===== src/rtl/seq_slice_comparator.sv =====
// seq_slice_comparator: multi-cycle MSB-first slice magnitude comparator with valid/ready in and out
// SEQ_SLICE_COMPARATOR_EARLY_EXIT_EN stops at the first differing slice instead of walking all slices
module seq_slice_comparator #(
   parameter int WIDTH = 64,
   parameter int SLICE = 16
) (
   input  logic                                    clk,
   input  logic                                    rst_n,
   input  logic                                    in_valid,
   output logic                                    in_ready,
   input  logic [WIDTH-1:0]                        a,
   input  logic [WIDTH-1:0]                        b,
   input  logic                                    signed_mode,
   output logic                                    out_valid,
   input  logic                                    out_ready,
   output logic                                    gt,
   output logic                                    eq,
   output logic                                    lt,
   output logic [$clog2(WIDTH/SLICE+1)-1:0]        slices_used
);
   localparam int NSLICE = WIDTH / SLICE;
   localparam int CW = $clog2(NSLICE + 1);
   localparam int IW = NSLICE > 1 ? $clog2(NSLICE) : 1;
   localparam logic [WIDTH-1:0] MSB = WIDTH'(1) << (WIDTH - 1);

   typedef enum logic [1:0] {IDLE, CMP, DONE} state_t;

   state_t state, nxt;
   logic rdy_q, fin, sgt, slt, ngt, nlt;
   logic [IW-1:0] idx;
   logic [WIDTH-1:0] a_q, b_q;
   logic [SLICE-1:0] sa, sb;

   generate
      if (SLICE < 1 || SLICE > WIDTH || WIDTH % (SLICE > 0 ? SLICE : 1) != 0) begin : g_bad
         $error("seq_slice_comparator: WIDTH must be a non-zero multiple of SLICE");
      end
   endgenerate

   assign sa = a_q[int'(idx)*SLICE +: SLICE];
   assign sb = b_q[int'(idx)*SLICE +: SLICE];
   assign sgt = sa > sb;
   assign slt = sa < sb;

`ifdef SEQ_SLICE_COMPARATOR_EARLY_EXIT_EN
   assign fin = sgt || slt || idx == '0;
   assign ngt = sgt;
   assign nlt = slt;
`else
   logic pgt, plt;
   // the first differing slice from the MSB wins; later slices cannot override it
   assign fin = idx == '0;
   assign ngt = pgt || (!plt && sgt);
   assign nlt = plt || (!pgt && slt);

   always_ff @(posedge clk)
      if (!rst_n || in_ready) begin
         pgt <= 1'b0;
         plt <= 1'b0;
      end else if (state == CMP) begin
         pgt <= ngt;
         plt <= nlt;
      end
`endif

   always_ff @(posedge clk)
      if (!rst_n) state <= IDLE;
      else state <= nxt;

   always_comb
      nxt = state == IDLE ? (in_valid && rdy_q ? CMP : IDLE)
          : state == CMP  ? (fin ? DONE : CMP)
          : (out_ready ? IDLE : DONE);

   // rdy_q keeps in_ready low for the cycle following a reset edge
   always_comb begin
      in_ready = state == IDLE && rdy_q;
      out_valid = state == DONE;
   end

   always_ff @(posedge clk)
      if (!rst_n) begin
         rdy_q <= 1'b0;
         idx <= IW'(NSLICE - 1);
         gt <= 1'b0;
         eq <= 1'b0;
         lt <= 1'b0;
         slices_used <= '0;
      end else begin
         rdy_q <= 1'b1;
         if (in_ready && in_valid) begin
            a_q <= a ^ (signed_mode ? MSB : '0);
            b_q <= b ^ (signed_mode ? MSB : '0);
            idx <= IW'(NSLICE - 1);
         end
         if (state == CMP) begin
            if (fin) begin
               gt <= ngt;
               lt <= nlt;
               eq <= !ngt && !nlt;
               slices_used <= CW'(NSLICE - int'(idx));
            end else
               idx <= idx - 1'b1;
         end
         if (out_valid && out_ready) begin
            gt <= 1'b0;
            eq <= 1'b0;
            lt <= 1'b0;
         end
      end
endmodule


===== config.mk =====
export PLATFORM = sky130hd
export DESIGN_NAME = seq_slice_comparator
export DESIGN_NICKNAME = d
export VERILOG_FILES = /design/src/rtl/seq_slice_comparator.sv
export SDC_FILE = /design/constraint.sdc
export NUM_CORES = 1
export LEC_CHECK = 0
export CAP_MARGIN = 10
export CORE_MARGIN = 4
export CORE_UTILIZATION = 53
export CTS_CLUSTER_SIZE = 24
export DETAILED_ROUTE_END_ITERATION = 7
export PLACE_DENSITY = 0.85
export SYNTH_ARGS = -nofsm -noshare
export SYNTH_HDL_FRONTEND = slang
export SYNTH_SLANG_ARGS = --single-unit

===== constraint.sdc =====
create_clock -name clk -period 6.6 [get_ports clk]
set_clock_uncertainty 0.05 [all_clocks]
set_input_delay 0.66 -clock clk [delete_from_list [all_inputs] [get_ports clk]]
set_output_delay 0.66 -clock clk [all_outputs]
set_load 0.01 [all_outputs]

==> metrics, run 1 <==
top cells by area, synth=edfxtp_1 (68%), mux4_2 (13%), dfxtp_1 (4.6%); antenna violation net count after detailed routing=0; Final Max Tran Viols=0; Netlist Area Pre-Place=5620 um^2; hold slack final=0.4298 ns; Remaining DRCs=0; pwr/cell area=264.0 nW/um^2; area post-placement=7176 um^2; Critical Path Max Stage Delay=0.61 ns; number of synthesized flops with an enable pin=128; Iteration-0 DRC Markers=172; fin crit share=51.63%; DP Worst Slack=3.153 ns; initial antenna violation count=0; post-route cell area=7700 um^2; NumNets Final=approximately 590; Syn Area/Cell=19.52 um^2; CP max-delay cell=dfxtp_2; TritonCTS clock tree=built; Antenna diodes=0; Die ar.=about 12000 um^2; Fin. Hold Viols=0; Synth cell types=41; Vias=~3100; Clock Latency Late Sink=around 0.51 ns; Port Buffers=140; Final GP Congestion=0.8091; total core area=10320 um^2; crit start category=flop; Hold/Removal Path Class=reg -> reg; CP Capture Type=flop; routed len/inst=19.32 um; VDD IR max=0.0001638 V; cell with the most instances after synthesis=edfxtp_1; Synth Flop Type=edfxtp_1; cts hold-fix bufs=0; Area Growth Syn to Fin=37.00%; Core Rows=37; area of the multi-input gates=1404 um^2; wire length of the first global-routing pass=17710 um; Leakage=around 2.7 nW; gr ovfl total=0; critical-path maximum fanout=23; Final setup viols=0; Mapped Cells=288; RSZ-0062 raised after global routing=false; Max Clk Rate=293.5 MHz; asr flop ratio synth=0%; Maximum Capacitance Violations=0; vias per inst=5.268; Slew HR=a little over a quarter; drt pass-1 iters=4; Fillers=619; CTS resizes=0; clk buf depth=2; CP Class=reg -> reg; clock root cell=clkbuf_8; share of layout cells above drive strength 1=16.34%; drt total wl=11380 um; H-tree depth=4; CTS Sinks=~140; FF/Latch Area=4106 um^2; critical path required time=6.94 ns; post-synth top area share=roughly two thirds; Final WS setup=approximately 3.2 ns; warnings from Yosys=0; cell taking the most area after synthesis=edfxtp_1; postcts setup bufs=0; die height=about 110 um; Die Wd=111.0 um; via count of the first global-routing pass=3365; Post-DP HPWL=8132 um; status=completed; setup_tns=0 ns; Tightest Pin Transition=1.089 ns; clock-pin slew on the worst setup and hold paths=around 0.060 ns; Synth Register Bits=141; largest net degree at the start of global routing=84; CTS Buf Count=17; I/O pins=around 140; Syn Nets=439; GRT Util Overall=19.19%; CP arrival=3.74 ns; min cycle time layout=3.408 ns; Starting Density=54.44%; sequential element share of the synthesized area=73.02%; CP Cell Sequence=buf_4, mux4_2, ha_1, nand4_2, a211oi_1, or4_1, nor3_2, o41ai_2; Post-synth top cells=edfxtp_1 (128), mux4_2 (32), inv_1 (21)
## area by class of cell
cell class                      instances  area share, %
Tap cell                              136          2.210
Clock buffer                           24          6.256
Multi-Input combinational cell        117          18.23
Inverter                               21          1.024
Sequential cell                       141          53.33
Timing Repair Buffer                  142          18.39
Clock inverter                          8         0.5525
## kinds of logic after synthesis
| family | Yosys count | share of synthesized area, % |
|---|---|---|
| DFF | 141 | 73.02 |
| and+or+nand+nor | 41 | 4.497 |
| muxes | 32 | 12.82 |
| buffers and inverters | 30 | 2.093 |
| AOI/OAI and AO/OA | 24 | 3.250 |
| adders and majority gates | 18 | 4.007 |
| xor gates and xnor gates | 2 | 0.3117 |
## power breakdown
| group | internal (W) | switching (W) |
|---|---|---|
| combinational | 0.000114 | 0.0000676 |
| sequential | 0.00100 | 0.0000111 |
| clock | 0.000499 | 0.000336 |
## worst max-delay path: cells and delay by family, from the launching register on
kind / cells / cell delay, ns
buf+inv: 1 / 0.50
flops: 1 / 0.61
simple gates: 3 / 1.00
compound gates: 2 / 0.20
fa+ha+maj: 1 / 0.34
mux: 1 / 0.57
## metrics by stage
| step | std cells | util, % | power [W] |
|---|---|---|---|
| global route | 589 | 74.58 | 0.002102 |
| detailed placement | 557 | 69.51 | 0.001216 |
| finish | 589 | 74.58 | 0.002033 |
| CTS | 589 | 74.58 | 0.002045 |
| global placement | 557 | 69.51 | 0.001210 |
| floorplan | 288 | - | 0.001112 |
## flip-flops by register name, indices dropped and copies added, names as in the netlist
signal	flops
state	2
pgt	1
gt	1
rdy_q	1
plt	1
eq	1
lt	1
a_q	64
idx	2
b_q	64
slices_used	3
## worst paths after layout
| kind | start | endpoint | slack [ns] | depth (start not counted) |
|---|---|---|---|---|
| worst max register to register | idx[0]$_SDFF_PN1_ | gt$_SDFFE_PP0P_ | 3.19 | 8 |
| worst min register to register | eq$_SDFFE_PP0P_ | eq$_SDFFE_PP0P_ | 0.43 | 2 |
| worst max-delay path | idx[0]$_SDFF_PN1_ | gt$_SDFFE_PP0P_ | 3.19 | 8 |
| worst min-delay path | eq$_SDFFE_PP0P_ | eq$_SDFFE_PP0P_ | 0.43 | 2 |
## layer usage
| metal | vias to the layer above | GRT usage, % | wire [um] |
|---|---|---|---|
| met5 | - | 0 | 0 |
| met4 | 0 | 6.568 | 155 |
| met3 | 15 | 5.731 | 799 |
| met2 | 119 | 32.81 | 5936 |
| met1 | 1510 | 23.34 | 4489 |
| li1 | 1459 | - | - |
## cells in the final DEF (no fill, tap or decap), types with 2 or more instances in the layout
cell	netlist	final
edfxtp_1	128	128
clkbuf_8	0	3
clkdlybuf4s50_1	0	140
clkinv_2	0	7
inv_1	21	21
dfxtp_1	13	11
nor2b_1	5	5
a21o_1	3	3
a21boi_0	3	3
nand3_1	5	5
and2_1	2	2
a21oi_1	5	5
nand4_1	2	2
ha_1	18	18
xor2_1	2	2
dfxtp_2	0	2
o21ai_0	3	3
buf_4	0	2
clkbuf_16	0	17
nor2_1	4	4
clkbuf_1	3	4
mux4_2	32	32
nand2b_1	3	3
nand2_1	9	9
No activity file was read; power rests on OpenSTA's default activity.
==> run 2, diff against run 1 <==
Settings changed: CORE_UTILIZATION 53 to 44, PLACE_DENSITY 0.85 to 0.76.
Clock period 6.6 ns to 3 ns, I/O delays scaled along.
==> run 2 against run 1 <==
Net effect:
- combinational power increased by 130%
- critical path depth unchanged
- sequential power increased by 120%
- worst hold slack got worse by 0.039 ns
- via count decreased by 0.42%
- power increased by 120%
- register-to-register slack got worse by 3.0 ns
- first-iteration DRC count increased by 7.6%
- cell area increased by 2.0%
- largest power group unchanged
- sequential share of layout area decreased by 1.0 points
- routed wire length increased by 0.17%
- utilization decreased by 12 points
==> metrics, run 2 (synthesis results as in run 1) <==
status=completed; vias per inst=4.928 (-6.5%); Port Buffers=140 (unchanged); critical-path maximum fanout=12 (-48%); NumNets Final=594 (+0.51%); Hold Crit Depth=1 (-1); Antenna diodes=0 (unchanged); Final setup viols=0 (unchanged); Area Growth Syn to Fin=39.78%; Core Rows=41 (+11%); Psw=0.0008907 W (+110%); Largest regs=a_q x64, b_q x64, slices_used x3; CP arrival=3.01 ns (-0.73 ns); Hold/Removal Path Class=in -> reg; fin crit share=92.48% (+41 points); largest net degree at the start of global routing=129 (+54%); Final Instance Count excl. Fillers=627 (+6.5%); clock-pin slew on the worst setup and hold paths=0.06 ns (about the same); most frequent cells in the layout=clkdlybuf4s50_1 (140), edfxtp_1 (128), mux4_2 (32); I/O pins=141 (unchanged); VDD IR max=0.0003813 V (+130%); Post-DP HPWL=8251 um (+1.5%); critical path required time=3.23 ns (-3.71 ns); wire length of the first global-routing pass=17440 um (-1.5%); setup_tns=0 ns (unchanged); Remaining DRCs=0 (unchanged); share of layout cells above drive strength 1=15.82% (-0.51 points); reg2reg start=idx[0]$_SDFF_PN1_; gr ovfl total=0 (unchanged); Vias=3090 (-0.42%); Logic pwr share=9.1% (about the same); CTS Sinks=141 (unchanged); Clock Latency Late Sink=0.41 ns (-0.10 ns); most common cell after layout, fill and taps aside=clkdlybuf4s50_1; sequential power share=48.9% (-1.1 points); drt pass-1 iters=4 (unchanged); min cycle time layout=2.774 ns (-0.6333 ns); CTS resizes=0 (unchanged); Final Util=62.51% (-12 points); TritonCTS clock tree=built; cts hold-fix bufs=0 (unchanged); clk buf depth=2 (unchanged); Die Wd=121.0 um (+9.0%); Starting Density=44.72% (-9.7 points); initial antenna violation count=0 (unchanged); Fin. Hold Viols=0 (unchanged); clock root cell=clkbuf_16; R2R Setup Slk=0.23 ns (-2.97 ns); antenna violation net count after detailed routing=0 (unchanged); hold slack final=0.3908 ns (-0.03907 ns); CP Capture Type=flop; H-tree depth=4 (unchanged); Maximum Capacitance Violations=0 (unchanged); die height=121.0 um (+9.0%); Slew HR=50.84% (+23 points); via count of the first global-routing pass=3460 (+2.8%); Leakage=2.783 nW (+1.4%); clock power share=42.0% (+0.9 points); CTS Buf Count=17 (unchanged); Final Max Tran Viols=0 (unchanged); Tightest Pin Transition=0.7374 ns (-0.3518 ns); GRT Util Overall=16.29% (-2.9 points); total core area=12570 um^2 (+22%); pwr/cell area=580.4 nW/um^2 (+120%); drt total wl=11400 um (+0.17%); switch share=19.53% (-0.88 points); Die ar.=14650 um^2 (+19%); CP Class=reg -> reg; Final GP Congestion=0.7967 (-1.5%); Hold Path End=b_q[4]$_DFFE_PP_; Hold Path Origin=b[4]; postcts setup bufs=0 (unchanged); Max Clk Rate=360.5 MHz (+23%); end of the worst register-to-register path=gt$_SDFFE_PP0P_; RSZ-0062 raised after global routing=false; crit start category=flop; DP Cell Count=595 (+6.8%); internal power=0.003669 W (+130%); Iteration-0 DRC Markers=185 (+7.6%); routed len/inst=18.18 um (-5.9%); R2R depth=8 (unchanged)
-- run 2: cell types whose count changed in the layout (fill, tap and decap cells not counted), sizes merged --
| cell | delta |
|---|---|
| clkbuf | -3 |
| bufinv | +2 |
| buf | +2 |
| clkinv | +1 |
-- run 2: stage by stage --
step	area, um^2	power (W)	worst slack (ns)
6_report	7856	0.004560	0.2257
5_1_grt	7856	0.004722	0.01264
4_1_cts	7811	0.004596	0.08242
3_5_place_dp	7273	0.002681	0.09510
3_3_place_gp	7273	0.002669	0.1822
2_1_floorplan	5622	0.002442	0.009678
-- run 2: layout make-up --
cell class	instances	area, um^2
multi-input cells	117	1418
clock inverters	11	101.3
fillers	890	4712
clock buffers	20	436.7
flip-flops and latches	141	4109
well taps	172	215.2
repair buffers	145	1498
inverters	21	78.83
-- run 2: worst max-delay path, cell delays in order, from the launching register on --
cell	delay, ns
dfxtp_4	0.44
buf_12	0.19
mux4_2	0.51
ha_1	0.34
a21oi_1	0.15
a211oi_1	0.09
or4_1	0.55
nor3_4	0.21
o41ai_2	0.11
-- run 2: power by group through the flow --
stage               registers [W]  clock network, W  logic, W
global placement          0.00226                 0  0.000404
detailed placement        0.00227                 0  0.000412
CTS                       0.00223           0.00195  0.000414
global route              0.00223           0.00204  0.000451
floorplan                 0.00226                 0  0.000181
finish                    0.00223           0.00192  0.000416
-- run 2: per-layer routing --
metal / wire [um] / track usage [%]
met5: 0 / 0
met4: 288 / 7.649
met3: 539 / 4.895
met2: 5954 / 27.89
met1: 4617 / 18.75
-- run 2: how the worst max path moves through the flow --
stage / startpoint / endpoint
2_1_floorplan: state[0]$_SDFF_PN0_ / a_q[0]$_DFFE_PP_
3_3_place_gp: idx[0]$_SDFF_PN1_ / gt$_SDFFE_PP0P_
3_5_place_dp: idx[0]$_SDFF_PN1_ / gt$_SDFFE_PP0P_
4_1_cts: idx[0]$_SDFF_PN1_ / gt$_SDFFE_PP0P_
5_1_grt: idx[0]$_SDFF_PN1_ / gt$_SDFFE_PP0P_
6_report: idx[0]$_SDFF_PN1_ / gt$_SDFFE_PP0P_
==> run 3, diff against run 2 <==
Settings changed: CORE_UTILIZATION 44 to 56, DONT_BUFFER_PORTS set to 1, PLACE_DENSITY 0.76 to 0.71.
Clock period 3 ns to 2.85 ns, I/O delays scaled along.
==> run 3 against run 2 <==
Net effect:
- the flow now stops in 4_1_cts
- area after synthesis did not move
- synthesized cell count did not move
==> metrics, run 3 <==
Die Wd=108.2 um (-11%); postcts setup bufs=0 (unchanged); number of synthesized flops with an enable pin=128 (unchanged); post-synth top area share=68.39% (unchanged); warnings from Yosys=0 (unchanged); Synth cell types=41 (unchanged); Mapped Cells=288 (unchanged); Synth Flop Type=edfxtp_1; asr flop ratio synth=0% (unchanged); Netlist Area Pre-Place=5620 um^2 (unchanged); Final GP Congestion=0.7411 (-7.0%); CTS Sinks=141 (unchanged); DP Cell Count=420 (-29%); Post-DP HPWL=7054 um (-15%); cell taking the most area after synthesis=edfxtp_1; Exit stage=4_1_cts; sequential element share of the synthesized area=73.02% (unchanged); Port Buffers=0 (-100%); H-tree depth=4 (unchanged); status=did not finish; CTS Buf Count=17 (unchanged); cell with the most instances after synthesis=edfxtp_1; Synth Register Bits=141 (unchanged); I/O pins=141 (unchanged); clock root cell=clkbuf_8; area post-placement=5878 um^2 (-19%); Core Rows=36 (-12%); die height=108.2 um (-11%); cts hold-fix bufs=101 (+101); clk buf depth=2 (unchanged); Error=[ERROR RSZ-0060] Max buffer count reached.; top cells by area, synth=edfxtp_1 (68%), mux4_2 (13%), dfxtp_1 (4.6%); CTS resizes=0 (unchanged); Syn Area/Cell=19.52 um^2 (unchanged); Post-synth top cells=edfxtp_1 (128), mux4_2 (32), inv_1 (21); Starting Density=57.50% (+13 points); Syn Nets=439 (unchanged)
## run 3: kinds of logic after synthesis
group,after synthesis,synth area share (%)
and+or+nand+nor,41,4.497
xor gates and xnor gates,2,0.3117
DFF,141,73.02
buffers and inverters,30,2.093
adders and majority gates,18,4.007
muxes,32,12.82
AOI/OAI and AO/OA,24,3.250
## run 3: per-stage QoR
| stage | worst slack (ns) | hold WS [ns] |
|---|---|---|
| 2_1_floorplan | 0.004207 | 0.2627 |
| 3_3_place_gp | 0.1624 | 0.2635 |
| 3_5_place_dp | 0.1035 | 0.2635 |
==> run 4, diff against run 3 <==
Settings changed: CORE_UTILIZATION 56 to 40, CTS_CLUSTER_SIZE 24 to unset, PLACE_DENSITY 0.71 to unset, PLACE_DENSITY_LB_ADDON set to 0.15.
==> run 4 against run 3 <==
Net effect:
- the flow again stops in 4_1_cts
- area after synthesis unchanged
- synthesized cell count unchanged
==> metrics, run 4 <==
Core Rows=43 (+19%); Post-synth top cells=edfxtp_1 (128), mux4_2 (32), inv_1 (21); number of synthesized flops with an enable pin=128 (unchanged); Post-DP HPWL=7564 um (+7.2%); Syn Nets=439 (unchanged); asr flop ratio synth=0% (unchanged); Error=[ERROR RSZ-0060] Max buffer count reached.; clock root cell=clkbuf_16; Mapped Cells=288 (unchanged); cell taking the most area after synthesis=edfxtp_1; Port Buffers=0 (unchanged); CTS Buf Count=17 (unchanged); CTS resizes=0 (unchanged); Exit stage=4_1_cts; status=did not finish; Synth Flop Type=edfxtp_1; Starting Density=40.65% (-17 points); DP Cell Count=467 (+11%); sequential element share of the synthesized area=73.02% (unchanged); Netlist Area Pre-Place=5620 um^2 (unchanged); die height=126.5 um (+17%); Synth Register Bits=141 (unchanged); top cells by area, synth=edfxtp_1 (68%), mux4_2 (13%), dfxtp_1 (4.6%); I/O pins=141 (unchanged); Die Wd=126.5 um (+17%); cts hold-fix bufs=101 (unchanged); Synth cell types=41 (unchanged); post-synth top area share=68.39% (unchanged); warnings from Yosys=0 (unchanged); postcts setup bufs=0 (unchanged); CTS Sinks=141 (unchanged); cell with the most instances after synthesis=edfxtp_1; clk buf depth=2 (unchanged); H-tree depth=4 (unchanged); Syn Area/Cell=19.52 um^2 (unchanged); Final GP Congestion=0.7102 (-4.2%)
==> run 4: cell counts after synthesis <==
No cell type changed its count.
==> run 4: kinds of logic after synthesis <==
family	Yosys count	synth area share (%)
flip-flops	141	73.02
AND/OR/NAND/NOR	41	4.497
multiplexers	32	12.82
buffers and inverters	30	2.093
AO/OA/AOI/OAI	24	3.250
adder cells (fa/ha/maj)	18	4.007
XOR/XNOR	2	0.3117
==> run 4: per-stage QoR <==
| step | hold WS, ns | instance area [um^2] | util (%) | setup slack [ns] |
|---|---|---|---|---|
| after floorplan | 0.2627 | 5628 | - | 0.004207 |
| after global placement | 0.2638 | 5937 | 42.94 | 0.1338 |
| after detailed placement | 0.2639 | 5937 | 42.94 | 0.06319 |
